===== src/rtl/counter_sync_nbits_updown.sv =====
// Fully synchronous modulo-MODULUS up/down counter with load, wrap/saturate mode and terminal count.
// Optional registered Gray-code output gray_out when COUNTER_GRAY_OUT_EN is defined.
module counter_sync_nbits_updown #(
  parameter int WIDTH    = 4,
  parameter int MODULUS  = 16,
  parameter int SATURATE = 0
) (
  input  logic             clk,
  input  logic             reset_ah_in,
  input  logic             en_in,
  input  logic             up_in,
  input  logic             load_in,
  input  logic [WIDTH-1:0] load_val_in,
  output logic [WIDTH-1:0] count_out,
  output logic             tc_out,
  output logic             wrap_out
`ifdef COUNTER_GRAY_OUT_EN
  ,
  output logic [WIDTH-1:0] gray_out
`endif
);

  if (WIDTH < 1 || MODULUS < 2 || longint'(MODULUS) > (longint'(1) << WIDTH)) begin : g_bad_params
    $error("counter_sync_nbits_updown: illegal WIDTH/MODULUS combination");
  end

  // Range end as a WIDTH-bit constant; wrap is detected by compare, never by rollover.
  localparam logic [WIDTH-1:0] TOP = WIDTH'(MODULUS - 1);

  logic             at_top;
  logic             at_bot;
  logic [WIDTH-1:0] count_next;
  logic             wrap_next;

  assign at_top = (count_out == TOP);
  assign at_bot = (count_out == '0);
  assign tc_out = en_in & (up_in ? at_top : at_bot);

  always_comb begin
    count_next = count_out;
    wrap_next  = 1'b0;
    if (load_in) begin
      count_next = (load_val_in > TOP) ? TOP : load_val_in;
    end else if (en_in) begin
      if (up_in) begin
        if (!at_top) begin
          count_next = count_out + WIDTH'(1);
        end else if (SATURATE == 0) begin
          count_next = '0;
          wrap_next  = 1'b1;
        end
      end else begin
        if (!at_bot) begin
          count_next = count_out - WIDTH'(1);
        end else if (SATURATE == 0) begin
          count_next = TOP;
          wrap_next  = 1'b1;
        end
      end
    end
  end

  always_ff @(posedge clk) begin
    if (reset_ah_in) begin
      count_out <= '0;
      wrap_out  <= 1'b0;
`ifdef COUNTER_GRAY_OUT_EN
      gray_out  <= '0;
`endif
    end else begin
      count_out <= count_next;
      wrap_out  <= wrap_next;
`ifdef COUNTER_GRAY_OUT_EN
      gray_out  <= count_next ^ (count_next >> 1);
`endif
    end
  end

endmodule

===== config.mk =====
export PLATFORM = sky130hd
export DESIGN_NAME = counter_sync_nbits_updown
export DESIGN_NICKNAME = d
export VERILOG_FILES = /design/src/rtl/counter_sync_nbits_updown.sv
export SDC_FILE = /design/constraint.sdc
export NUM_CORES = 1
export LEC_CHECK = 0
export ABC_AREA = 0
export ABC_CLOCK_PERIOD_IN_PS = 2150
export CAP_MARGIN = 0
export CELL_PAD_IN_SITES_DETAIL_PLACEMENT = 0
export CELL_PAD_IN_SITES_GLOBAL_PLACEMENT = 1
export CORE_UTILIZATION = 27
export DETAILED_ROUTE_END_ITERATION = 7
export GPL_ROUTABILITY_DRIVEN = 0
export PLACE_DENSITY = 0.83
export SYNTH_ARGS = -nofsm -noshare
export SYNTH_HDL_FRONTEND = slang
export SYNTH_SLANG_ARGS = --single-unit

===== constraint.sdc =====
create_clock -name clk -period 2.15 [get_ports clk]
set_clock_uncertainty 0.2 [all_clocks]
set_input_delay 0.5375 -clock clk [delete_from_list [all_inputs] [get_ports clk]]
set_output_delay 0.5375 -clock clk [all_outputs]
set_load 0.005 [all_outputs]

**Yosys cells after proc, flatten, opt, wreduce, memory -nomap -nowiden**

Index checks and enable logic that the tools add are counted.

- Bits of input ports: 9
- Word-level logic and storage cells: 21
- Bits in registers: 5

- Magnitude comparators: 1
- Eq/ne operators: 1
- $add $sub $neg: 2
- Bitwise gates (word level): 2
- Reduce and logical (&&, ||, !) cells: 3
- Muxes and demuxes: 10

Operators by type and width:

| operator | number |
|---|---|
| $mux 4 | 6 |
| $add 4x1->4 const B | 1 |
| $eq 4x4->1 const B | 1 |
| $gt 4x4->1 const B | 1 |
| $logic_not 4->1 | 1 |
| $mux 1 | 4 |
| $sub 4x1->4 const B | 1 |
| $reduce_or 3->1 | 1 |
| $reduce_bool 2->1 | 1 |
| $and 1x1->1 | 1 |
| $not 1->1 | 1 |

**Longest topological paths before layout**

Gate-level depths: netlist of run 1.

- Word-level depth: 5
- Depth in mapped cells: 6
- Depth with buffers taken out: 6

**Worst setup path before layout of run 1**

OpenSTA, ideal clock, no wires.

- Path type: reg-to-output
- From: register count_out[0]
- To: output port tc_out
- Buffers on the path: 0
- Arrival: 1089 ps
- Data required time: 1412 ps
- Slack: 324 ps
- Cell stages (with the launch flop): 7
- Cell sequence: dfxtp_1 inv_1 ha_1 nand2b_1 nor3_1 a41oi_1 nor2b_1

- Word-level cells in the longest chain between the ends: 3
- Elaborated cells between the ends (all ways): 4

RTL lines:

| element | RTL line | source |
|---|---|---|
| start, declared | 14 | `output logic [WIDTH-1:0] count_out,` |
| start signal, assigned | 71 | `count_out <= count_next;` |
| $eq 4x4->1 / $logic_not 4->1 (equally long branches) | 35, 36 |  |
| $mux 1 (*) | 37 | `assign tc_out = en_in & (up_in ? at_top : at_bot);` |
| $and 1x1->1 (*) | 37 |  |
| end, declared | 15 | `output logic tc_out,` |

Every way passes the cells marked *; elsewhere a longest branch is shown, timed or not.

**Worst setup path after layout of run 1**

- From: register count_out[1]
- To: output port tc_out

Same word-level chain as after synthesis.

==> results of run 1 <==
-- worst max-delay path by stage --
stage | from | to | slack [ns]
after detailed placement | up_in | tc_out | -0.55
after global routing | count_out[1] | tc_out | -0.04
after CTS | up_in | tc_out | 0.02
after global placement | up_in | tc_out | -0.54
final | count_out[1] | tc_out | 0.05
after floorplan | count_out[0] | tc_out | 0.32
-- registers in the layout (all words and copies together), names as in the netlist --
name	count
count_out	4
wrap_out	1
-- Yosys cell counts (2+ instances only) --
cell / n / area, um^2
a21boi_0: 2 / 15.01
a21oi_1: 4 / 20.02
clkbuf_1: 2 / 7.510
dfxtp_1: 5 / 100.1
ha_1: 2 / 25.02
inv_1: 3 / 11.26
nand2_1: 2 / 7.510
nor2_1: 3 / 11.26
nor2b_1: 3 / 18.77
xnor2_1: 2 / 17.52
-- cells in the final DEF (no fill, tap or decap), types with 2 or more instances in the layout --
cell type / n
buf_4: 11
nor2_1: 3
a21oi_1: 4
nor2b_1: 3
xnor2_1: 2
clkbuf_4: 3
nand2_1: 2
dfxtp_1: 4
clkdlybuf4s50_1: 12
a21boi_0: 2
inv_2: 2
-- power by group through the flow --
| stage | Sequential, mW | Combinational (mW) | Clock [mW] |
|---|---|---|---|
| after floorplan | 0.110 | 0.0428 | 0 |
| after global placement | 0.106 | 0.106 | 0 |
| after detailed placement | 0.106 | 0.107 | 0 |
| after CTS | 0.105 | 0.110 | 0.113 |
| after global routing | 0.109 | 0.130 | 0.113 |
| final | 0.108 | 0.118 | 0.108 |
-- routing by layer --
| metal | track usage (%) | wire (um) | up-vias |
|---|---|---|---|
| met2 | 24.15 | 494 | 8 |
| met5 | 0 | 0 | - |
| met4 | 10.71 | 0 | 0 |
| met3 | 1.744 | 27 | 0 |
| li1 | - | - | 206 |
| met1 | 20.57 | 445 | 182 |
-- metrics by stage --
step | power (mW) | setup TNS [ns]
3_5_place_dp | 0.2129 | -0.5536
6_report | 0.3342 | 0
2_1_floorplan | 0.1531 | 0
3_3_place_gp | 0.2120 | -0.5423
4_1_cts | 0.3278 | 0
5_1_grt | 0.3521 | -0.04151
-- layout make-up --
cell class / count / area, um^2 / share of cell area [%]
Inverter: 3 / 11.26 / 1.751
Timing Repair Buffer: 25 / 212.7 / 33.07
Sequential cell: 5 / 101.3 / 15.76
Clock buffer: 4 / 26.28 / 4.086
Multi-Input combinational cell: 33 / 274.0 / 42.61
Tap cell: 14 / 17.52 / 2.724
-- worst reg2reg max path, delay by kind of cell, from the launching register on --
family / cells / cell delay [ns]
compound gates: 3 / 0.42
flops: 1 / 0.31
buf+inv: 2 / 0.27
simple gates: 1 / 0.46
-- what timing repair did --
action	in CTS	in global routing
resized for setup	8	8
endpoints found under the setup margin	1	1
pin swaps	0	1
-- cells by family (layout without fill, tap and decap cells) --
family,count (synthesis),in the layout,share of synthesized area (%)
AO/OA/AOI/OAI,13,13,25.44
XOR/XNOR,3,3,7.422
adder cells (fa/ha/maj),2,2,7.066
buffers and inverters,5,32,5.301
flip-flops,5,5,28.27
multiplexers,1,1,2.827
AND/OR/NAND/NOR,14,14,23.68
==> flow_metrics.tcl, run 1 <==
set metrics [dict create \
    synth-seq-area-share_pct 28.27 \
    status "complete, no violations" \
    htreeDepth 1 \
    cts_buffers 3 \
    drt_wl_total_um 968 \
    drt-initial-drc-count 3 \
    clkPwrFrac_pct 32.3 \
    clkLatencyLatePin_ns 0.23 \
    clkSinkCount 5 \
    setup_viol_count_final 0 \
    syn_inst 43 \
    fin_util_pct 55.63 \
    die_w_um 38.22 \
    cts_root_buf "clkbuf_4" \
    worst-r2r-setup-slack_ns 0.38 \
    grt_setup_unrepaired "true" \
    r2r_cells 6 \
    drive_above_1_share_pct 34.29 \
    hold_end "count_out[1]" \
    cp.depth 7 \
    ir_drop_uv 269.2 \
    min_from "count_out[1]" \
    fmax_mhz 476.9 \
    drt.antenna.violating_nets 0 \
    pin_count 15 \
    power_frac_seq_pct 32.3 \
    max_stage_delay_ns 0.33 \
    grt_pass1_vias 387 \
    num_vias 396 \
    hold_viol_final 0 \
    fill_cells 110 \
    netlist_area_um2 354.1 \
    start_util_pct 30.63 \
    hpwl_um 675.1 \
    min_path_cells 3 \
    final_cells 84 \
    cts_hold_buf 0 \
    rows 12 \
    netSwitchingFraction_pct 27.38 \
    intPower_mw 0.2427 \
    synth-edff-count 0 \
    syn_area_per_cell_um2 8.235 \
    tightest_slew_ns 0.3134 \
    die-area_um2 1460 \
    crit_path_start_kind "flop" \
    antenna_cells 0 \
    end_kind "output pin" \
    post_cts_buffers 0 \
    path_clk_slew_ns 0.04 \
    cts_tree "yes" \
    holdWs_ns 0.4996 \
    regToRegStartpoint "count_out[0]" \
    synthFlopType "dfxtp_1" \
    grt_max_degree 11 \
    fin_crit_sh_pct 97.53 \
    crit_type "reg2out" \
    grtUsageTotal_pct 15.82 \
    yosysWarnings 0 \
    place_area_um2 586.8 \
    power_density_nw_per_um2 519.6 \
    cpMaxStageDelayCell "dfxtp_2" \
    slew_headroom_pct 79.04 \
    slew_viol_final 0 \
    routedWlPerCell_um 11.52 \
    core_area_um2 1156 \
    grt_first_pass_wirelength_um 1580 \
    pwr-share-comb_pct 35.5 \
    maxCapViolations 0 \
    cts_buffer_depth 2 \
    layout_setup_ws_ns 0.05314 \
    synth-seq-cells 5 \
    port_buffers 14 \
    dp_slack_ns -0.5536 \
    required_ns 1.41 \
    p_switching_mw 0.09149 \
    dr.pass1.iters 3 \
    fin_area_um2 643.1 \
    timing.rr.end "count_out[3]" \
    crit_family "simple AND/OR/NAND/NOR gates" \
    leakage_nw 0.2725 \
    dpl.cell_count 80 \
    worst-path-buf-inv 2 \
    drc 0 \
    grt_antenna_before_repair 0 \
    nets 82 \
    crit_chain "inv_2, ha_4, nand2b_4, nor3_4, a41oi_2, nor2b_1, buf_2" \
    synth_cell_types 25 \
    cp.arrival_ns 1.36 \
    critPathMaxFanout 4 \
    syn_to_final_growth_pct 81.63 \
    grt_overflow 0 \
    syn_nets 54 \
    post-route-min-period_ns 2.097 \
    hold_class "reg2reg" \
    ys_async_sr_fraction_pct 0 \
    viasPerCell 4.714 \
    fp.dieH_um 38.22 \
]
Note: power is estimated with default switching activity, not from simulation.
==> run 2: changes to the inputs <==
- ABC_CLOCK_PERIOD_IN_PS: 2150 -> 1690
- CORE_UTILIZATION: 27 -> 24
- GPL_TIMING_DRIVEN: unset -> 0
- PLACE_DENSITY: 0.83 -> 0.79
- SLEW_MARGIN: unset -> 20
- clock period: 2.15 -> 1.69 ns (I/O delays scaled with it)
==> run 2 against run 1 <==
The flow now finishes with violations (setup timing). Combinational power is 23% higher. Sequential power is 29% higher. Non-clock buffer count is 3 lower.
==> flow_metrics.tcl, run 2 (synthesis gave the netlist of run 1 again) <==
set metrics [dict create \
    status "complete, but fails checks" \
    violations "setup timing" \
    fp.dieH_um 40.41 \
    top_regs "count_out x4, wrap_out x1" \
    grt_max_degree 11 \
    hold_class "in2reg" \
    cts_hold_buf 0 \
    drt_wl_total_um 941 \
    cts_buffer_depth 2 \
    routedWlPerCell_um 11.48 \
    mostFrequentLayoutCell "buf_4" \
    nets 79 \
    netSwitchingFraction_pct 27.69 \
    grt_pass1_vias 374 \
    drive_above_1_share_pct 37.31 \
    drt-initial-drc-count 3 \
    fin_util_pct 48.78 \
    cts_tree "yes" \
    setup_viol_count_final 4 \
    fin_crit_sh_pct 114.7 \
    start_util_pct 26.55 \
    timing.rr.end "wrap_out" \
    clkSinkCount 5 \
    grt_setup_unrepaired "true" \
    viasPerCell 4.768 \
    grtUsageTotal_pct 13.93 \
    die_w_um 40.41 \
    syn_to_final_growth_pct 83.75 \
    crit_chain "buf_4, ha_4, a41oi_2, nor2b_1, buf_2" \
    pin_count 15 \
    worst-r2r-setup-slack_ns -0.11 \
    power_density_nw_per_um2 642.2 \
    layout_setup_ws_ns -0.2477 \
    slew_viol_final 0 \
    holdWs_ns 0.3828 \
    layout_common_cells "buf_4, clkdlybuf4s50_1, a21oi_1, dfxtp_4" \
    r2r_cells 10 \
    cts_buffers 3 \
    end_kind "output pin" \
    ir_drop_uv 315.6 \
    grt_antenna_before_repair 0 \
    htreeDepth 1 \
    crit_family "flip-flops" \
    worst-path-buf-inv 2 \
    grt_overflow 0 \
    die-area_um2 1633 \
    cp.arrival_ns 1.32 \
    power_frac_seq_pct 33.2 \
    largest_register_ffs 4 \
    rows 13 \
    cts_root_buf "clkbuf_4" \
    leakage_nw 0.2854 \
    required_ns 1.07 \
    critPathMaxFanout 6 \
    fmax_mhz 516.1 \
    hold_viol_final 0 \
    largest-register "count_out" \
    num_vias 391 \
    min_from "en_in" \
    slew_headroom_pct 74.06 \
    intPower_mw 0.3022 \
    pwr-share-comb_pct 34.6 \
    hold_end "wrap_out" \
    port_buffers 12 \
    crit_type "reg2out" \
    min_path_cells 2 \
    antenna_cells 0 \
    regToRegStartpoint "count_out[0]" \
    maxCapViolations 0 \
    cpMaxStageDelayCell "dfxtp_4" \
    max_stage_delay_ns 0.35 \
    drt.antenna.violating_nets 0 \
    drc 0 \
    core_area_um2 1334 \
    grt_first_pass_wirelength_um 1511 \
    clkPwrFrac_pct 32.2 \
    path_clk_slew_ns 0.04 \
    p_switching_mw 0.1157 \
    clkLatencyLatePin_ns 0.24 \
    tightest_slew_ns 0.3892 \
    dr.pass1.iters 2 \
    crit_path_start_kind "flop" \
    post-route-min-period_ns 1.938 \
]
run 2: cell types whose count changed in the layout (fill, tap and decap cells not counted), sizes merged:
| cell | previous run | this run |
|---|---|---|
| dlygate4sd2 | 0 | 1 |
| clkdlybuf4s15 | 0 | 1 |
| buf | 12 | 9 |
| clkdlybuf4s50 | 12 | 7 |
| clkbuf | 5 | 6 |
| dlymetal6s2s | 0 | 2 |
run 2: layout make-up:
class	instances	area (um^2)
plain buffers	2	7.507
clock buffers	4	26.28
fillers	142	683.2
inverters	3	16.27
multi-input cells	33	286.5
flip-flops and latches	5	115.1
well taps	15	18.77
repair buffers	20	180.2
run 2: stage by stage:
| step | setup WS [ns] | std cells | power [mW] | area, um^2 | TNS [ns] |
|---|---|---|---|---|---|
| floorplan | 0.02085 | 43 | 0.1952 | 355.3 | 0 |
| global placement | -0.9603 | 70 | 0.2400 | 494.2 | -1.627 |
| detailed placement | -0.9872 | 70 | 0.2407 | 494.2 | -1.649 |
| CTS | -0.2721 | 80 | 0.4158 | 630.6 | -0.7809 |
| global route | -0.3203 | 82 | 0.4463 | 650.6 | -0.7917 |
| finish | -0.2477 | 82 | 0.4178 | 650.6 | -0.4760 |
run 2: worst max path at each step:
| stage | start | to | depth (start not counted) |
|---|---|---|---|
| 6_report | count_out[0] | tc_out | 5 |
| 3_3_place_gp | up_in | tc_out | 6 |
| 2_1_floorplan | count_out[1] | tc_out | 6 |
| 3_5_place_dp | up_in | tc_out | 6 |
| 5_1_grt | count_out[0] | tc_out | 7 |
| 4_1_cts | count_out[1] | tc_out | 7 |
run 2: repair_timing:
item / 4_1_cts / 5_1_grt
pin swaps: 3 / 2
gates resized for setup: 27 / 2
buffers inserted: 6 / 2
setup endpoints to repair: 7 / 6
run 2: worst reg2reg max path, cell delays in order (launching register included):
cell and delay (ns):
dfxtp_4 0.35, inv_4 0.06, ha_4 0.15, nand2b_4 0.06, nor3_4 0.12, a41oi_2 0.06
buf_4 0.15, buf_4 0.12, buf_4 0.12, buf_4 0.12, nor4b_1 0.21
run 2: power groups by stage:
stage / Combinational [mW] / Sequential, mW / Clock (mW)
2_1_floorplan: 0.0544 / 0.141 / 0
3_3_place_gp: 0.0977 / 0.142 / 0
3_5_place_dp: 0.0978 / 0.143 / 0
4_1_cts: 0.138 / 0.138 / 0.140
5_1_grt: 0.160 / 0.140 / 0.146
6_report: 0.145 / 0.139 / 0.135
run 2: layer usage:
layer  global-route usage (%)  vias to the layer above  share of wire [%]
li1                         -                      201                  -
met1                    14.98                      181                 47
met2                    25.79                        9                 48
met3                    1.667                        0                4.6
met4                    7.500                        0                  0
met5                        0                        -                  0
